$ cat src/rtl/voting_machine_multi.sv
// Multi-candidate vote counter: one vote per single-button press, multi-press rejection,
// post-press lockout, and frozen tallies with winner/tie/turnout at close of poll.
module voting_machine_multi #(
  parameter int NUM_CAND    = 4,
  parameter int CNT_W       = 8,
  parameter int LOCKOUT_CYC = 16,
  localparam int IDX_W      = $clog2(NUM_CAND),
  localparam int TOT_W      = CNT_W + IDX_W
) (
  input  logic                      clk,
  input  logic                      rst,
  input  logic [NUM_CAND-1:0]       i_candidate,
  input  logic                      i_voting_over,
  output logic [NUM_CAND*CNT_W-1:0] o_counts,
  output logic [TOT_W-1:0]          o_total,
  output logic [IDX_W-1:0]          o_winner,
  output logic                      o_tie,
  output logic                      o_results_valid,
  output logic                      o_vote_ack,
  output logic                      o_invalid,
  output logic                      green,
  output logic                      blue
);

  // state   | meaning
  // VOTE    | poll open, waiting for a press
  // LOCKOUT | press taken, waiting for lockout time and button release
  // FINISH  | poll closed, tallies frozen, results published
  typedef enum logic [1:0] {S_VOTE, S_LOCKOUT, S_FINISH} state_t;

  localparam int TMR_W = $clog2(LOCKOUT_CYC + 1);
  localparam logic [TMR_W-1:0] TMR_END = TMR_W'(LOCKOUT_CYC);
  localparam logic [CNT_W-1:0] CNT_MAX = {CNT_W{1'b1}};
  localparam logic [TOT_W-1:0] TOT_MAX = {TOT_W{1'b1}};

  state_t             state, next_state;
  logic [CNT_W-1:0]   tally [NUM_CAND];
  logic [TOT_W-1:0]   total;
  logic [TMR_W-1:0]   timer;

  logic               any_press, one_hot;
  logic               accept, reject, enter_lockout, enter_finish, publish;
  logic [CNT_W-1:0]   best_val;
  logic [IDX_W-1:0]   best_idx;
  logic               best_tie;

  assign any_press = |i_candidate;
  assign one_hot   = any_press && ((i_candidate & (i_candidate - 1'b1)) == '0);

  // state register, with the registered status LEDs
  always_ff @(posedge clk) begin
    if (rst) begin
      state <= S_VOTE;
      green <= 1'b1;
      blue  <= 1'b0;
    end else begin
      state <= next_state;
      green <= (next_state != S_FINISH);
      blue  <= (next_state == S_FINISH);
    end
  end

  always_comb begin
    next_state = state;
    case (state)
      S_VOTE: begin
        if (i_voting_over)  next_state = S_FINISH;
        else if (any_press) next_state = S_LOCKOUT;
      end
      S_LOCKOUT: begin
        if (i_voting_over)                         next_state = S_FINISH;
        else if (timer == TMR_END && !any_press)   next_state = S_VOTE;
      end
      S_FINISH: next_state = S_FINISH;
      default:  next_state = S_VOTE;
    endcase
  end

  always_comb begin
    accept        = 1'b0;
    reject        = 1'b0;
    enter_lockout = 1'b0;
    enter_finish  = 1'b0;
    publish       = 1'b0;
    if (state == S_VOTE && !i_voting_over) begin
      accept = one_hot;
      reject = any_press && !one_hot;
    end
    enter_lockout = (next_state == S_LOCKOUT) && (state != S_LOCKOUT);
    enter_finish  = (next_state == S_FINISH) && (state != S_FINISH);
    publish       = (state == S_FINISH) && !o_results_valid;
  end

  // results are judged on the frozen copy, so they never see a late vote
  always_comb begin
    best_val = o_counts[0 +: CNT_W];
    best_idx = '0;
    best_tie = 1'b0;
    for (int n = 1; n < NUM_CAND; n++) begin
      if (o_counts[n*CNT_W +: CNT_W] > best_val) begin
        best_val = o_counts[n*CNT_W +: CNT_W];
        best_idx = IDX_W'(n);
      end
    end
    for (int n = 0; n < NUM_CAND; n++) begin
      if (o_counts[n*CNT_W +: CNT_W] == best_val && IDX_W'(n) != best_idx)
        best_tie = 1'b1;
    end
  end

  always_ff @(posedge clk) begin
    if (rst) begin
      for (int n = 0; n < NUM_CAND; n++) tally[n] <= '0;
      total           <= '0;
      timer           <= '0;
      o_counts        <= '0;
      o_total         <= '0;
      o_winner        <= '0;
      o_tie           <= 1'b0;
      o_results_valid <= 1'b0;
      o_vote_ack      <= 1'b0;
      o_invalid       <= 1'b0;
    end else begin
      o_vote_ack <= accept;
      o_invalid  <= reject;

      if (accept) begin
        for (int n = 0; n < NUM_CAND; n++)
          if (i_candidate[n] && tally[n] != CNT_MAX) tally[n] <= tally[n] + 1'b1;
        if (total != TOT_MAX) total <= total + 1'b1;
      end

      if (enter_lockout)
        timer <= '0;
      else if (state == S_LOCKOUT && timer != TMR_END)
        timer <= timer + 1'b1;

      if (enter_finish) begin
        for (int n = 0; n < NUM_CAND; n++) o_counts[n*CNT_W +: CNT_W] <= tally[n];
        o_total <= total;
      end

      if (publish) begin
        o_winner        <= best_idx;
        o_tie           <= best_tie;
        o_results_valid <= 1'b1;
      end
    end
  end

endmodule

$ cat config.mk
export PLATFORM = sky130hd
export DESIGN_NAME = voting_machine_multi
export DESIGN_NICKNAME = d
export VERILOG_FILES = /design/src/rtl/voting_machine_multi.sv
export SDC_FILE = /design/constraint.sdc
export NUM_CORES = 1
export LEC_CHECK = 0
export ABC_AREA = 1
export ABC_CLOCK_PERIOD_IN_PS = 8300
export CAP_MARGIN = 0
export CORE_UTILIZATION = 40
export CTS_CLUSTER_SIZE = 28
export DETAILED_ROUTE_END_ITERATION = 8
export PLACE_DENSITY_LB_ADDON = 0.05
export SETUP_SLACK_MARGIN = 0.4
export SYNTH_ARGS = -nofsm -noshare
export SYNTH_HDL_FRONTEND = slang
export SYNTH_SLANG_ARGS = --single-unit
$ cat constraint.sdc
create_clock -name clk -period 8.3 [get_ports clk]
set_clock_uncertainty 0.1 [all_clocks]
set_input_delay 2.075 -clock clk [delete_from_list [all_inputs] [get_ports clk]]
set_output_delay 2.075 -clock clk [all_outputs]
set_load 0.02 [all_outputs]
==> flow_summary.toml <==
[outcome]
status = "completed"

[detailed_routing]
wl_met2_um = 7600
first_iter_violations = 277
vias = 5411
routed_via_density = 5.23
ant_nets = 0
wl_um = 17300
wl_met3_um = 928
first_pass_iters = 6
highest_layer = "met4"
post_drt_wl_per_cell_um = 16.7
wl_met1_um = 8090
route.detailed.drc = 0

[logic_synthesis]
synth_top_flop_cell = "dfxtp_1"
synth_edf_count = 32
syn_inst = 798
ys_warn_count = 0
ys_top_cells_by_area = "dfxtp_1 (22%), edfxtp_1 (16%), nand2_1 (9.7%)"
async_reset_ff_frac = 0
yosysSeqAreaShare = 0.384
synth-seq-cells = 98
netlist_area_um2 = 5940
synth_cell_types = 41
syn-num-nets = 836
synth_top_area_cell = "dfxtp_1"
syn_area_per_cell_um2 = 7.44
synth_top_area_frac = 0.223

[layout]
final_common_cell = "nand2_1"
nets = 883
num-fill-cells = 1509
layout-drive-gt1-share = 0.0835
instances_no_fill = 1034
syn_to_final_growth_pct = 16.8
multi_input_area_um2 = 3130
postLayoutCellArea_um2 = 6930
regArea_um2 = 2280
antenna_cells = 0
final_cell_mix = "nand2_1 (153), inv_1 (97), nand3_1 (78)"

[sta]
setup_viol = 0
rsz0062_at_grt = "no"
max_freq_ghz = 0.179
setup_tns_ns = 0
post-route-min-period_ns = 5.57
hold_viol_final = 0
min_period_over_period = 0.672
max_slew_margin = 0.171
worst_slew_pin_slew_ns = 1.23
slew_violations = 0

[floorplan]
die_x_um = 124
core_um2 = 14500
io_pins = 57
chipHeight_um = 124
rows = 44
initial_utilization = 0.409
dieArea_um2 = 15300

[placement]
place_inst = 1018
io_buffer_count = 56
dp.final_hpwl_um = 13300
place_congestion = 0.916
dpl_cell_area_um2 = 6630

[clocking]
clk_latency_ns = 0.36
htreeDepth = 3
root_buffer = "clkbuf_16"
clockBufferDepth = 2
cts_hold_buffers = 0
cts_setup_buffers = 0
cts_tree = "built"
clk_pin_slew_worst_paths_ns = 0.07
cts_sinks = 98
cts.repair.resized = 0
cts_buffers = 9

[global_route]
antenna_found_initial = 0
grt_pass1_wl_um = 27000
grt_pass1_vias = 5064
grt_use_total = 0.237
grt_max_degree = 40
overflow = 0

[job]
max-cap-violations = 0

[worst_setup_path]
slowest_stage = "dfxtp_1"
worst-path-max-fanout = 28
critPathCaptureType = "register"
slowest_delay_ns = 0.51
r2r_setup_slack_ns = 2.73
cp.arrival_ns = 5.77
critPathKind = "register to register"
cp.required_ns = 8.49
start_kind = "register"
critPathMostFrequentCell = "nand2_1"

[min_path]
hp-class = "register to register"

[power]
p_leak_uw = 0.00295
p_total_uw = 1790
power_density_nw_per_um2 = 258
ir_worst_vdd_v = 0.000117
==> cells in the mapped netlist (3+ instances only) <==
master,n
a21oi_1,66
buf_2,3
buf_6,4
clkbuf_1,15
dfxtp_1,66
edfxtp_1,32
ha_1,31
inv_1,97
inv_2,4
nand2_1,153
nand2_2,13
nand2_4,6
nand3_1,78
nand3_2,14
nand4_1,22
nor2_1,75
nor2_2,3
nor3_1,11
nor3b_1,11
o21ai_0,52
o21ai_1,4
xnor2_1,4
xor2_1,11
==> metrics by stage <==
stage | hold WS, ns | setup WS (ns) | util
2_1_floorplan | 0.344 | 3.80 | -
3_3_place_gp | 0.369 | 2.77 | 0.456
3_5_place_dp | 0.370 | 2.77 | 0.456
4_1_cts | 0.381 | 2.73 | 0.477
5_1_grt | 0.400 | 2.24 | 0.477
6_report | 0.382 | 2.73 | 0.477
==> state kept, by name, summed over array words and instances, names as in the netlist <==
signal / cells
blue: 1
o_invalid: 1
o_tie: 1
o_counts: 32
o_total: 10
timer: 5
state: 1
o_winner: 2
o_vote_ack: 1
total: 10
green: 1
o_results_valid: 1
tally: 32
==> kinds of logic (layout without fill, tap and decap cells) <==
group | after synthesis | count (layout) | synth area share
XOR/XNOR | 15 | 15 | 0.0221
AND/OR/NAND/NOR | 396 | 396 | 0.326
adder cells (fa/ha/maj) | 31 | 31 | 0.0653
flip-flops | 98 | 98 | 0.384
buffers and inverters | 128 | 180 | 0.0883
AO/OA/AOI/OAI | 130 | 130 | 0.114
==> report_power, final <==
| part | internal [µW] | switching [µW] | total [µW] |
|---|---|---|---|
| clock network | 228 | 205 | 432 |
| registers | 523 | 34.6 | 557 |
| logic | 257 | 543 | 800 |
| total | 1010 | 782 | 1790 |
==> final cells by class <==
class,instances,share of cell area
flip-flops and latches,98,0.329
inverters,105,0.0578
multi-input cells,572,0.452
well taps,184,0.0332
clock buffers,10,0.0361
repair buffers,59,0.0841
clock inverters,6,0.00758
==> metal layers <==
metal | vias to the layer above | track usage
met5 | - | 0
met4 | 0 | 0.123
met3 | 37 | 0.0476
met2 | 142 | 0.363
met1 | 2473 | 0.315
li1 | 2759 | -
==> worst paths after layout <==
path	startpoint	endpoint	cells after the start
worst min-delay path	o_results_valid$_SDFFE_PP0P_	o_results_valid$_SDFFE_PP0P_	2
worst min register to register	o_results_valid$_SDFFE_PP0P_	o_results_valid$_SDFFE_PP0P_	2
worst max-delay path	o_counts[5]$_SDFFE_PP0P_	o_tie$_SDFFE_PP0P_	36
worst max register to register	o_counts[5]$_SDFFE_PP0P_	o_tie$_SDFFE_PP0P_	36
==> critical path, delay by kind of cell (launching register included) <==
| kind | cells | cell delay (ns) |
|---|---|---|
| flip-flops | 1 | 0.51 |
| AND/OR/NAND/NOR | 24 | 2.91 |
| adder cells (fa/ha/maj) | 3 | 0.90 |
| XOR/XNOR | 1 | 0.18 |
| buffers and inverters | 6 | 0.69 |
| AO/OA/AOI/OAI | 2 | 0.22 |
Note: power is estimated with default switching activity, not from simulation.
